### config.mk
export PLATFORM = sky130hd
export DESIGN_NAME = mem_data_controller_flat
export DESIGN_NICKNAME = d
export VERILOG_FILES = /design/src/rtl/mem_data_controller_if.sv /design/src/rtl/mem_data_controller.sv /design/src/flat_wrapper.sv
export SDC_FILE = /design/constraint.sdc
export NUM_CORES = 1
export LEC_CHECK = 0
export BUFFER_PORTS_ARGS = -buffer_cell sky130_fd_sc_hd__buf_2
export CAP_MARGIN = 20
export CORE_ASPECT_RATIO = 0.75
export CORE_MARGIN = 2
export CORE_UTILIZATION = 35
export DETAILED_ROUTE_END_ITERATION = 10
export GPL_TIMING_DRIVEN = 0
export HOLD_SLACK_MARGIN = 0.06
export RECOVER_POWER = 100
export SKIP_CTS_REPAIR_TIMING = 1
export SLEW_MARGIN = 15
export SYNTH_ARGS = -nofsm -noshare
export SYNTH_HDL_FRONTEND = slang
export SYNTH_SLANG_ARGS = --single-unit
### constraint.sdc
create_clock -name clock -period 4.7 [get_ports clock]
set_clock_uncertainty 0.15 [all_clocks]
set_input_delay 0.235 -clock clock [delete_from_list [all_inputs] [get_ports clock]]
set_output_delay 0.235 -clock clock [all_outputs]
set_load 0.05 [all_outputs]
### src/rtl/mem_data_controller_if.sv
// Word-addressed, byte-enabled data memory handshake between the MEM-stage
// controller (master) and the data memory (slave).
interface mem_data_controller_if;
    logic [29:0] DataMem_Address;
    logic        DataMem_Read;
    logic [3:0]  DataMem_Write;
    logic [31:0] DataMem_Out;
    logic [31:0] DataMem_In;
    logic        DataMem_Ready;

    modport master (
        output DataMem_Address, DataMem_Read, DataMem_Write, DataMem_Out,
        input  DataMem_In, DataMem_Ready
    );

    modport slave (
        input  DataMem_Address, DataMem_Read, DataMem_Write, DataMem_Out,
        output DataMem_In, DataMem_Ready
    );
endinterface

### src/rtl/mem_data_controller.sv
// MEM-stage data memory controller: load/store/LL/SC handshake with big-endian
// lane steering, load extension, alignment exceptions and pipeline stall request.
module mem_data_controller (
    input  logic        clock,
    input  logic        reset,
    input  logic [31:0] Address,
    input  logic [31:0] DataIn,
    input  logic        MemRead,
    input  logic        MemWrite,
    input  logic        Byte,
    input  logic        Half,
    input  logic        SignExtend,
    input  logic        LL,
    input  logic        SC,
    input  logic        Eret,
    input  logic        IF_Stall,
    input  logic        Flush,
    output logic [31:0] DataOut,
    output logic        M_Stall,
    output logic        EXC_AdEL,
    output logic        EXC_AdES,
    mem_data_controller_if.master mem
);
    typedef enum logic [1:0] {IDLE, ACCESS, DONE} state_t;

    state_t      state;
    logic        llsc;
    logic [29:0] llsc_addr;
    logic        r_byte, r_half, r_sign, r_ll, r_sc;
    logic [1:0]  r_off;

    logic        misaligned, req, sc_ok, start, sc_fail;
    logic [3:0]  we_lanes;
    logic [31:0] wr_data;
    logic [7:0]  rd_byte;
    logic [15:0] rd_half;
    logic [31:0] load_value;

    always_comb begin
        misaligned = 1'b0;
        if (Byte)      misaligned = 1'b0;
        else if (Half) misaligned = Address[0];
        else           misaligned = |Address[1:0];
    end

    assign EXC_AdEL = MemRead & misaligned;
    assign EXC_AdES = MemWrite & misaligned;
    assign req      = (MemRead | MemWrite) & ~Flush;
    assign sc_ok    = llsc & (llsc_addr == Address[31:2]);
    // A failing SC never touches memory, so it must not raise the stall either.
    assign start    = (state == IDLE) & req & ~misaligned & ~(SC & ~sc_ok);
    assign sc_fail  = (state == IDLE) & req & ~misaligned & SC & ~sc_ok;
    assign M_Stall  = start | (state == ACCESS);

    always_comb begin
        we_lanes = 4'b1111;
        wr_data  = DataIn;
        if (Byte) begin
            we_lanes = 4'b1000 >> Address[1:0];
            wr_data  = {4{DataIn[7:0]}};
        end else if (Half) begin
            we_lanes = Address[1] ? 4'b0011 : 4'b1100;
            wr_data  = {2{DataIn[15:0]}};
        end
    end

    always_comb begin
        rd_byte = '0;
        case (r_off)
            2'd0:    rd_byte = mem.DataMem_In[31:24];
            2'd1:    rd_byte = mem.DataMem_In[23:16];
            2'd2:    rd_byte = mem.DataMem_In[15:8];
            default: rd_byte = mem.DataMem_In[7:0];
        endcase
        rd_half = r_off[1] ? mem.DataMem_In[15:0] : mem.DataMem_In[31:16];
        if (r_byte)      load_value = {{24{r_sign & rd_byte[7]}}, rd_byte};
        else if (r_half) load_value = {{16{r_sign & rd_half[15]}}, rd_half};
        else             load_value = mem.DataMem_In;
    end

    always_ff @(posedge clock or negedge reset) begin
        if (!reset) begin
            state               <= IDLE;
            DataOut             <= '0;
            mem.DataMem_Address <= '0;
            mem.DataMem_Read    <= 1'b0;
            mem.DataMem_Write   <= '0;
            mem.DataMem_Out     <= '0;
            llsc                <= 1'b0;
            llsc_addr           <= '0;
            r_byte              <= 1'b0;
            r_half              <= 1'b0;
            r_sign              <= 1'b0;
            r_ll                <= 1'b0;
            r_sc                <= 1'b0;
            r_off               <= '0;
        end else begin
            case (state)
                IDLE: begin
                    if (start) begin
                        state               <= ACCESS;
                        mem.DataMem_Address <= Address[31:2];
                        mem.DataMem_Read    <= MemRead;
                        mem.DataMem_Write   <= MemWrite ? we_lanes : 4'b0000;
                        mem.DataMem_Out     <= wr_data;
                        r_byte              <= Byte;
                        r_half              <= Half;
                        r_sign              <= SignExtend;
                        r_ll                <= LL;
                        r_sc                <= SC;
                        r_off               <= Address[1:0];
                    end else if (sc_fail) begin
                        state   <= DONE;
                        DataOut <= '0;
                        llsc    <= 1'b0;
                    end
                end
                ACCESS: begin
                    if (mem.DataMem_Ready) begin
                        state             <= DONE;
                        mem.DataMem_Read  <= 1'b0;
                        mem.DataMem_Write <= '0;
                        if (r_sc) begin
                            DataOut <= 32'd1;
                            llsc    <= 1'b0;
                        end else if (mem.DataMem_Read) begin
                            DataOut <= load_value;
                            if (r_ll) begin
                                llsc      <= 1'b1;
                                llsc_addr <= mem.DataMem_Address;
                            end
                        end
                    end
                end
                DONE: begin
                    if (!IF_Stall) state <= IDLE;
                end
                default: state <= IDLE;
            endcase
            // Placed last so Eret overrides an LL completing in the same cycle.
            if (Eret) llsc <= 1'b0;
        end
    end
endmodule

### src/flat_wrapper.sv
// flat-port wrapper written by rule: the top's interface ports become plain ports
module mem_data_controller_flat 
  (clock, reset, Address, DataIn, MemRead, MemWrite, Byte, Half, SignExtend, LL, SC, Eret, IF_Stall, Flush, DataOut, M_Stall, EXC_AdEL, EXC_AdES, mem_DataMem_Address, mem_DataMem_Read, mem_DataMem_Write, mem_DataMem_Out, mem_DataMem_In, mem_DataMem_Ready);
  mem_data_controller_if mem_i ();
  input  logic clock;
  input  logic reset;
  input  logic [31:0] Address;
  input  logic [31:0] DataIn;
  input  logic MemRead;
  input  logic MemWrite;
  input  logic Byte;
  input  logic Half;
  input  logic SignExtend;
  input  logic LL;
  input  logic SC;
  input  logic Eret;
  input  logic IF_Stall;
  input  logic Flush;
  output logic [31:0] DataOut;
  output logic M_Stall;
  output logic EXC_AdEL;
  output logic EXC_AdES;
  output wire logic [$bits(mem_i.DataMem_Address)-1:0] mem_DataMem_Address;
  output wire logic [$bits(mem_i.DataMem_Read)-1:0] mem_DataMem_Read;
  output wire logic [$bits(mem_i.DataMem_Write)-1:0] mem_DataMem_Write;
  output wire logic [$bits(mem_i.DataMem_Out)-1:0] mem_DataMem_Out;
  input wire logic [$bits(mem_i.DataMem_In)-1:0] mem_DataMem_In;
  input wire logic [$bits(mem_i.DataMem_Ready)-1:0] mem_DataMem_Ready;
  assign mem_DataMem_Address = mem_i.DataMem_Address;
  assign mem_DataMem_Read = mem_i.DataMem_Read;
  assign mem_DataMem_Write = mem_i.DataMem_Write;
  assign mem_DataMem_Out = mem_i.DataMem_Out;
  assign mem_i.DataMem_In = mem_DataMem_In;
  assign mem_i.DataMem_Ready = mem_DataMem_Ready;
  mem_data_controller u_core (.clock(clock), .reset(reset), .Address(Address), .DataIn(DataIn), .MemRead(MemRead), .MemWrite(MemWrite), .Byte(Byte), .Half(Half), .SignExtend(SignExtend), .LL(LL), .SC(SC), .Eret(Eret), .IF_Stall(IF_Stall), .Flush(Flush), .DataOut(DataOut), .M_Stall(M_Stall), .EXC_AdEL(EXC_AdEL), .EXC_AdES(EXC_AdES), .mem(mem_i));
endmodule
=== After elaboration in Yosys (flattened, before gate mapping) ===
Cells that the tools add are included.

* Flip-flop bits (word level): 139
* Bits in latches: 0
* RAM bits: 0
* Memory bits (read-only): 0
* Input bits: 109
* Memories: 0

* $add $sub $neg: 0
* Multipliers: 0
* Div/mod/pow operators: 0
* Magnitude comparators: 0
* Equal/unequal tests: 17
* Shift operators: 1
* Mux-type cells: 37
* Bitwise logic cells: 19
* Reduce and logical (&&, ||, !) cells: 11

{| class="wikitable"
|+ Operators with widths
! operator !! count
|-
| 32-bit two-way mux || 9
|-
| 32-bit one-hot mux with 2 select lines || 1
|-
| 30-bit equality test || 1
|-
| 4-bit two-way mux || 6
|-
| 8-bit one-hot mux with 3 select lines || 1
|-
| 16-bit two-way mux || 1
|-
| 1-bit AND || 12
|-
| 1-bit two-way mux || 11
|-
| 5-bit AND reduction || 2
|-
| 2-bit two-way mux || 4
|-
| 4-bit by 2-bit != test with 1-bit output (second input constant) || 2
|-
| 4-bit one-hot mux with 2 select lines || 1
|-
| 2-bit != test (second input constant) || 3
|-
| 3-bit by 1-bit != test with 1-bit output (second input constant) || 2
|-
| 3-bit != test (second input constant) || 2
|-
| 2-bit one-hot mux with 3 select lines || 1
|-
| 3-bit AND reduction || 2
|-
| 6-bit AND reduction || 1
|-
| 1-bit inverter || 5
|-
| 2-bit by 1-bit equality test with 1-bit output (second input constant) || 2
|-
| 2-bit equality test (second input constant) || 2
|-
| 2-bit zero test || 2
|-
| 2-bit by 1-bit != test with 1-bit output (second input constant) || 2
|-
| 1-bit one-hot mux with 2 select lines || 2
|-
| other kinds (7) || 8
|}

=== Longest topological paths before layout ===
Gate-level depths: netlist of the first run.

* Depth after elaboration: 11
* Depth in mapped cells: 8
* Gate-level depth less buffers: 6

=== Least setup slack after synthesis of the first run ===
OpenSTA, ideal clock, no wires.

* Path type: reg2out
* From: register u_core.llsc_addr[8]
* To: output M_Stall
* Arrival: 1.982 ns
* Data required time: 4.315 ns
* Path slack: 2.333 ns
* Stages on the path, launching flop included: 8
* Path buffers: 1
* Path through: dfrtp_1 xor2_1 nor4_1 nand4_1 o41ai_4 nand2_2 clkbuf_1 nand2_1

* Longest elaborated chain between the ends: 7

{| class="wikitable"
|+ Ends and longest elaborated chain
! item !! line !! RTL
|-
| from (decl) || mem_data_controller.sv:28 || <nowiki>logic [29:0] llsc_addr;</nowiki>
|-
| from (signal assigned) || mem_data_controller.sv:130 || <nowiki>llsc_addr <= mem.DataMem_Address;</nowiki>
|-
| 30-bit equality test || mem_data_controller.sv:49 || <nowiki>assign sc_ok = llsc & (llsc_addr == Address[31:2]);</nowiki>
|-
| 1-bit AND || mem_data_controller.sv:49 ||
|-
| 1-bit inverter || mem_data_controller.sv:51 || <nowiki>assign start = (state == IDLE) & req & ~misaligned & ~(SC & ~sc_ok);</nowiki>
|-
| 1-bit AND || mem_data_controller.sv:51 ||
|-
| 1-bit inverter || mem_data_controller.sv:51 ||
|-
| 1-bit AND || mem_data_controller.sv:51 ||
|-
| 1-bit bitwise OR || mem_data_controller.sv:53 || <nowiki>assign M_Stall = start | (state == ACCESS);</nowiki>
|-
| to (decl) || flat_wrapper.sv:20 || <nowiki>output logic M_Stall;</nowiki>
|}

No other way between the ends.

=== Final worst setup path of the first run ===
* From: input Address[12]
* To: output M_Stall

* Longest elaborated chain between the ends: 7

{| class="wikitable"
|+ Ends and longest elaborated chain
! item !! line !! RTL
|-
| from (decl) || flat_wrapper.sv:7 || <nowiki>input logic [31:0] Address;</nowiki>
|-
| 30-bit equality test || mem_data_controller.sv:49 ||
|-
| 1-bit AND || mem_data_controller.sv:49 ||
|-
| 1-bit inverter || mem_data_controller.sv:51 ||
|-
| 1-bit AND || mem_data_controller.sv:51 ||
|-
| 1-bit inverter || mem_data_controller.sv:51 ||
|-
| 1-bit AND || mem_data_controller.sv:51 ||
|-
| 1-bit bitwise OR || mem_data_controller.sv:53 ||
|}

No other way between the ends.

==> out/summary.txt, run 1 <==
WL final: 19.5 mm
GRT Overall Usage: 19.2%
Power per cell area: 680 nW/um^2
Final hold vios: 0
First-pass GRT wire length: 30.2 mm
Leakage power: 4.19 nW
Final Setup Violations: 0
Worst Path Max Fanout: 10
Slowest stage cell, crit path: dlygate4sd3_1
Worst Tran Pin Value: 1.97 ns
Clock tree sinks: 139
Main synth FF type: dfrtp_1
CTS max path bufs: 2
EDFF count, synth: 0
DP Wirelength: 14.5 mm
CP required: 4.32 ns
Outcome: finished with violations
Via count: 5,474
Syn_area_per_cell: 11.7 sq um
DP Worst Slack: 1.54 ns
Tmin final: 4.02 ns
Ports: 211
Chip Height: 124 microns
Max-cap violation count: 1
Slew Viols, Final: 80
Port bufs: 210
Routed Antenna Nets: 0
Total grt overflow: 0
Worst Reg2Reg Path Length in Cells: 7
Die W: 164 microns
Core footprint: 18,700 sq um
CTS tree: done
WS Path Type: in2out
Distinct cells, synth: 45
Initial Utilization: 36.1%
Die area: 20,400 sq um
Peak supply drop: 428 uV
Cell mode on critical path: clkbuf_1
Seq/Total Area, Yosys: 51.5%
RSZ-0062 raised after global routing: no
Syn_nets: 686
Setup TNS: 0 ns
Worst-path clk slew: 0.06 ns
Diodes inserted: 0
Post-synth top area cell: dfrtp_1
Synth Register Bits: 139
FILL cells: 1,797
Yosys top cell area share: 51.5%
Number of global-route vias before repair: 5,389
Area contributors post-synth: dfrtp_1 (51%), mux2_1 (9.7%), mux2_2 (8.0%), o21ai_0 (5.2%), mux2i_1 (4.6%)
Router iterations before antenna repair: 4
Worst min path class: in2reg
NumNets Final: 979
Largest stage delay on the critical path: 0.55 ns
Layout area overhead: 36.2%
Mapped Cells: 577
Root Driver: clkbuf_16
CP cell instances: dlygate4sd3_1 -> clkbuf_1 -> xor2_1 -> nor4_1 -> nand4_1 -> o41ai_4 -> nand2_1 -> clkbuf_1 -> nand2_1 -> clkbuf_1
Crit path capture type: primary output
WP data arrival: 3.64 ns
Iteration-0 DRC Markers: 342
Final Cycle Share: 85.6%
Yosys warnings: 0
Antenna violations before repair: 0
CTS H-tree depth: 4
Row count: 43
Worst setup margin: 0.676 ns
Hold Path Stages: 3
Fmax: 0.249 GHz
DRC violations left: 0
Fraction of layout instances using a drive strength above 1: 22.5%
Largest net degree at the start of global routing: 80
TritonCTS buffer count: 17
Mapped cell area: 6760 sq um
Mean routed wirelength per cell: 17.3 microns
Final GP Congestion: 0.835
Failing checks: max-capacitance violations, max-slew violations
Later-pin clock latency in the skew report: 0.41 ns
Ys async rst share: 100%
Vias/cell: 4.85
CP Launch Type: input port
Max_slew headroom: -31.4%
## Yosys cell counts, drive strengths merged (3+ instances only)
cell type and instances:
mux2 106, a31oi 8, nor3 4, xor2 23
inv 16, mux4 8, o211ai 3, nor4 6
clkbuf 22, o21ai 70, xnor2 7, mux2i 31
buf 14, a21oi 17, nand2b 13, nor2 29
nand4 5, dfrtp 139, nand2 31
## metrics by stage
step / total power, W / instances / cell area [sq um] / hold WS (ns) / utilization, %
final: 0.00626 / 1128 / 9200 / 0.0533 / 49.2
after floorplan: 0.00419 / 577 / 6760 / -0.211 / -
after global placement: 0.00496 / 1034 / 8120 / 0.282 / 43.4
after detailed placement: 0.00499 / 1035 / 8160 / 0.0628 / 43.6
after global routing: 0.00662 / 1128 / 9200 / 0.0744 / 49.2
after CTS: 0.00638 / 1065 / 8750 / -0.387 / 46.7
## power breakdown
group	switching (W)	leakage [nW]	internal, W
Clock	0.000526	0.277	0.000842
Combinational	0.00216	2.15	0.000759
Sequential	0.000294	1.76	0.00168
Total	0.00298	4.19	0.00328
## worst max-delay path, delay by kind of cell
family	cells	cell delay (ns)
buffers and inverters	4	1.51
AND/OR/NAND/NOR	4	1.26
AO/OA/AOI/OAI	1	0.46
XOR/XNOR	1	0.17
## cell usage in the layout, fill, tap and decap left out, types with 3 or more instances in the layout
cell	n
clkinvlp_4	4
o21ai_0	70
a21oi_1	17
xnor2_1	7
clkbuf_16	17
nand2_1	31
nand2b_1	13
mux2_2	48
buf_2	110
xor2_1	23
nor4_1	6
nand4_1	5
dfrtp_1	139
inv_1	16
o211ai_1	3
nor3_1	4
bufinv_16	3
a31oi_1	8
clkbuf_1	135
mux4_2	8
mux2i_1	31
dlygate4sd3_1	63
nor2_1	29
mux2_1	58
## cell type report
class / count / area (sq um) / area share [%]
flip-flops and latches: 139 / 3480 / 37.8
multi-input cells: 386 / 3060 / 33.2
repair buffers: 274 / 1570 / 17.0
clock buffers: 19 / 443 / 4.81
well taps: 247 / 309 / 3.36
clock inverters: 11 / 148 / 1.60
plain buffers: 36 / 141 / 1.54
inverters: 16 / 60.1 / 0.653
## path summary, 6_finish.rpt
kind	slack, ns	endpoint	start
min reg2reg	0.34	u_core.DataOut[28]$_DFFE_PN0P_	u_core.DataOut[28]$_DFFE_PN0P_
max reg2reg	1.44	u_core.r_sign$_DFFE_PN0P_	u_core.llsc_addr[10]$_DFFE_PN0P_
min	0.05	u_core.r_off[1]$_DFFE_PN0P_	Address[1]
max	0.68	M_Stall	Address[12]
min in group asynchronous	0.18	u_core.llsc_addr[10]$_DFFE_PN0P_	reset
max in group asynchronous	1.95	u_core.DataOut[1]$_DFFE_PN0P_	reset
## flip-flops by register name (all words and copies together), names as in the netlist, 2 cells and up
signal	flops
u_core.llsc_addr	30
u_core.r_off	2
u_core.DataOut	32
u_core.state	2
u_core.mem.DataMem_Out	32
u_core.mem.DataMem_Address	30
u_core.mem.DataMem_Write	4
## cell families after synthesis
group           Yosys count  share of synthesized area (%)
buf+inv                  52                           3.20
compound gates          111                           9.50
xor+xnor                 30                           3.89
flops                   139                           51.5
mux                     145                           24.9
simple gates            100                           7.02
## metal layers
| layer | GRT usage [%] | wire (microns) |
|---|---|---|
| met4 | 6.60 | 456 |
| met1 | 28.4 | 9480 |
| met2 | 26.8 | 8540 |
| met5 | 0 | 0 |
| met3 | 5.39 | 1020 |
No activity file was read; power rests on OpenSTA's default activity.
==> run 2: changes to the inputs <==
--- a/config.mk
+++ b/config.mk
@@ -7,12 +7,15 @@
 export LEC_CHECK = 0
 export BUFFER_PORTS_ARGS = -buffer_cell sky130_fd_sc_hd__buf_2
 export CAP_MARGIN = 20
+export CELL_PAD_IN_SITES_DETAIL_PLACEMENT = 0
+export CELL_PAD_IN_SITES_GLOBAL_PLACEMENT = 2
 export CORE_ASPECT_RATIO = 0.75
 export CORE_MARGIN = 2
 export CORE_UTILIZATION = 35
 export DETAILED_ROUTE_END_ITERATION = 10
 export GPL_TIMING_DRIVEN = 0
 export HOLD_SLACK_MARGIN = 0.06
+export PLACE_DENSITY_LB_ADDON = 0.1
 export RECOVER_POWER = 100
 export SKIP_CTS_REPAIR_TIMING = 1
 export SLEW_MARGIN = 15
==> out/summary.txt, run 2 (synthesized netlist as in run 1, its figures left out) <==
CTS H-tree depth: 4 (unchanged)
Slew Viols, Final: 51 (-36%)
Most frequent cells in the layout: dfrtp_1 (139), clkbuf_1 (134), buf_2 (111)
TritonCTS buffer count: 17 (unchanged)
Chip Height: 124 microns (unchanged)
Failing checks: max-capacitance violations, max-slew violations
RSZ-0062 raised after global routing: no
Worst Path Max Fanout: 10 (unchanged)
CP required: 4.32 ns (about the same)
R2r endpoint: u_core.mem.DataMem_Out[30]$_DFFE_PN0P_
Iteration-0 DRC Markers: 333 (-2.6%)
DP Wirelength: 14.9 mm (+3.2%)
Seq pwr share: 31.5% (about the same)
Layout area overhead: 36.4%
Final Cycle Share: 83.9% (-1.7 points)
Die area: 20,400 sq um (unchanged)
Most common cell after layout, fill and taps aside: dfrtp_1
Worst setup margin: 0.758 ns (+0.0822 ns)
Peak supply drop: 297 uV (-31%)
Core footprint: 18,700 sq um (unchanged)
Biggest regs: u_core.DataOut: 32 flops, u_core.mem.DataMem_Out: 32 flops
Power per cell area: 683 nW/um^2 (+0.45%)
Sw frac: 47.7% (+0.16 points)
Worst Tran Pin Value: 2.83 ns (+0.855 ns)
Internal power: 0.00329 W (+0.29%)
Total grt overflow: 0 (unchanged)
Mean routed wirelength per cell: 17.8 microns (+2.9%)
Clock tree sinks: 139 (unchanged)
Router iterations before antenna repair: 6 (+2)
Initial Utilization: 36.1% (unchanged)
Port bufs: 210 (unchanged)
Fraction of layout instances using a drive strength above 1: 22.8% (+0.37 points)
First-pass GRT wire length: 30.9 mm (+2.5%)
Final Setup Violations: 0 (unchanged)
Tmin final: 3.94 ns (-0.0822 ns)
Antenna violations before repair: 2 (+2)
GRT Overall Usage: 19.7% (+0.50 points)
Clk network pwr share: 22.2% (+0.3 points)
WP data arrival: 3.56 ns (-0.08 ns)
Setup TNS: 0 ns (unchanged)
Fmax: 0.254 GHz (+2.1%)
Row count: 43 (unchanged)
CP Launch Type: input port
Max_slew headroom: -88.4% (-57 points)
Later-pin clock latency in the skew report: 0.41 ns (about the same)
CTS max path bufs: 2 (unchanged)
Hold Crit Start: Address[0]
Number of global-route vias before repair: 5,644 (+4.7%)
Routed Antenna Nets: 0 (unchanged)
DRC violations left: 0 (unchanged)
Worst-path clk slew: 0.06 ns (about the same)
CTS tree: done
Hold Path Sink: u_core.r_off[0]$_DFFE_PN0P_
Largest net degree at the start of global routing: 90 (+13%)
Crit path capture type: primary output
WS Path Type: in2out
Leakage power: 4.21 nW (+0.41%)
Outcome: finished with violations
Ports: 211 (unchanged)
Final hold vios: 0 (unchanged)
Root Driver: clkbuf_16
DP Worst Slack: 1.57 ns (+0.0326 ns)
NumNets Final: 977 (-0.20%)
Hold Path Stages: 3 (unchanged)
Die W: 164 microns (unchanged)
Worst min path class: in2reg
WL final: 20.1 mm (+2.9%)
Max-cap violation count: 1 (unchanged)
Reg2reg setup slack: 1.45 ns (about the same)
Vias/cell: 4.95 (+1.9%)
Combinational share of power: 46.3% (-0.3 points)
Worst Reg2Reg Path Length in Cells: 7 (unchanged)
R2r startpoint: u_core.llsc_addr[14]$_DFFE_PN0P_
Sw power: 0.00300 W (+0.95%)
Via count: 5,580 (+1.9%)
Final GP Congestion: 0.783 (-6.2%)
## run 2: cell types whose count changed in the layout (fill, tap and decap cells not counted), sizes merged
cell,delta
buf,+1
clkbuf,-2
clkinv,+2
clkinvlp,-3
diode,+1
dlygate4sd3,-2
inv,+3
## run 2: stage by stage
stage / instance area, sq um / hold slack (ns) / util (%) / cells / power [W]
2_1_floorplan: 6760 / -0.211 / - / 577 / 0.00419
3_3_place_gp: 8120 / 0.265 / 43.4 / 1034 / 0.00495
3_5_place_dp: 8160 / 0.0201 / 43.6 / 1035 / 0.00501
4_1_cts: 8760 / -0.427 / 46.8 / 1066 / 0.00642
5_1_grt: 9210 / 0.0783 / 49.2 / 1127 / 0.00665
6_report: 9220 / 0.0591 / 49.2 / 1128 / 0.00630
## run 2: cell type report
class,instances,area [sq um]
sequential,139,3480
tap,247,309
multi-input combinational,386,3060
fill,1822,9510
clock buffer,18,439
inverter,16,60.1
clock inverter,13,165
timing repair buffer,272,1560
buffer,36,141
antenna,1,2.50
## run 2: how the worst max path moves through the flow
stage / slack (ns) / cells past startpoint / from / end
2_1_floorplan: 2.33 / 7 / u_core.llsc_addr[8]$_DFFE_PN0P_ / M_Stall
3_3_place_gp: 1.27 / 1 / reset / u_core.DataOut[20]$_DFFE_PN0P_
3_5_place_dp: 1.57 / 8 / u_core.llsc_addr[14]$_DFFE_PN0P_ / M_Stall
4_1_cts: 1.09 / 8 / u_core.llsc_addr[14]$_DFFE_PN0P_ / M_Stall
5_1_grt: 0.55 / 10 / Address[12] / M_Stall
6_report: 0.76 / 10 / Address[16] / M_Stall
## run 2: per-layer routing
layer	global-route usage, %	vias up	share of wire, %
met5	0	-	0.080
met3	6.13	14	6.4
met2	29.9	166	46
li1	-	2636	-
met4	4.19	2	0.83
met1	27.8	2762	47
## run 2: worst max-delay path: stages
cell	delay [ns]
dlygate4sd3_1	0.53
buf_2	0.13
xor2_1	0.15
nor4_1	0.52
nand4_1	0.31
o41ai_4	0.46
nand2_1	0.28
clkbuf_1	0.31
nand2_1	0.15
clkbuf_1	0.48
## run 2: power by group through the flow
stage / Clock, W / Sequential, W / Combinational, W
6_report: 0.00140 / 0.00199 / 0.00292
5_1_grt: 0.00148 / 0.00206 / 0.00310
4_1_cts: 0.00142 / 0.00198 / 0.00302
3_5_place_dp: 0 / 0.00199 / 0.00301
3_3_place_gp: 0 / 0.00196 / 0.00299
2_1_floorplan: 0 / 0.00328 / 0.000904
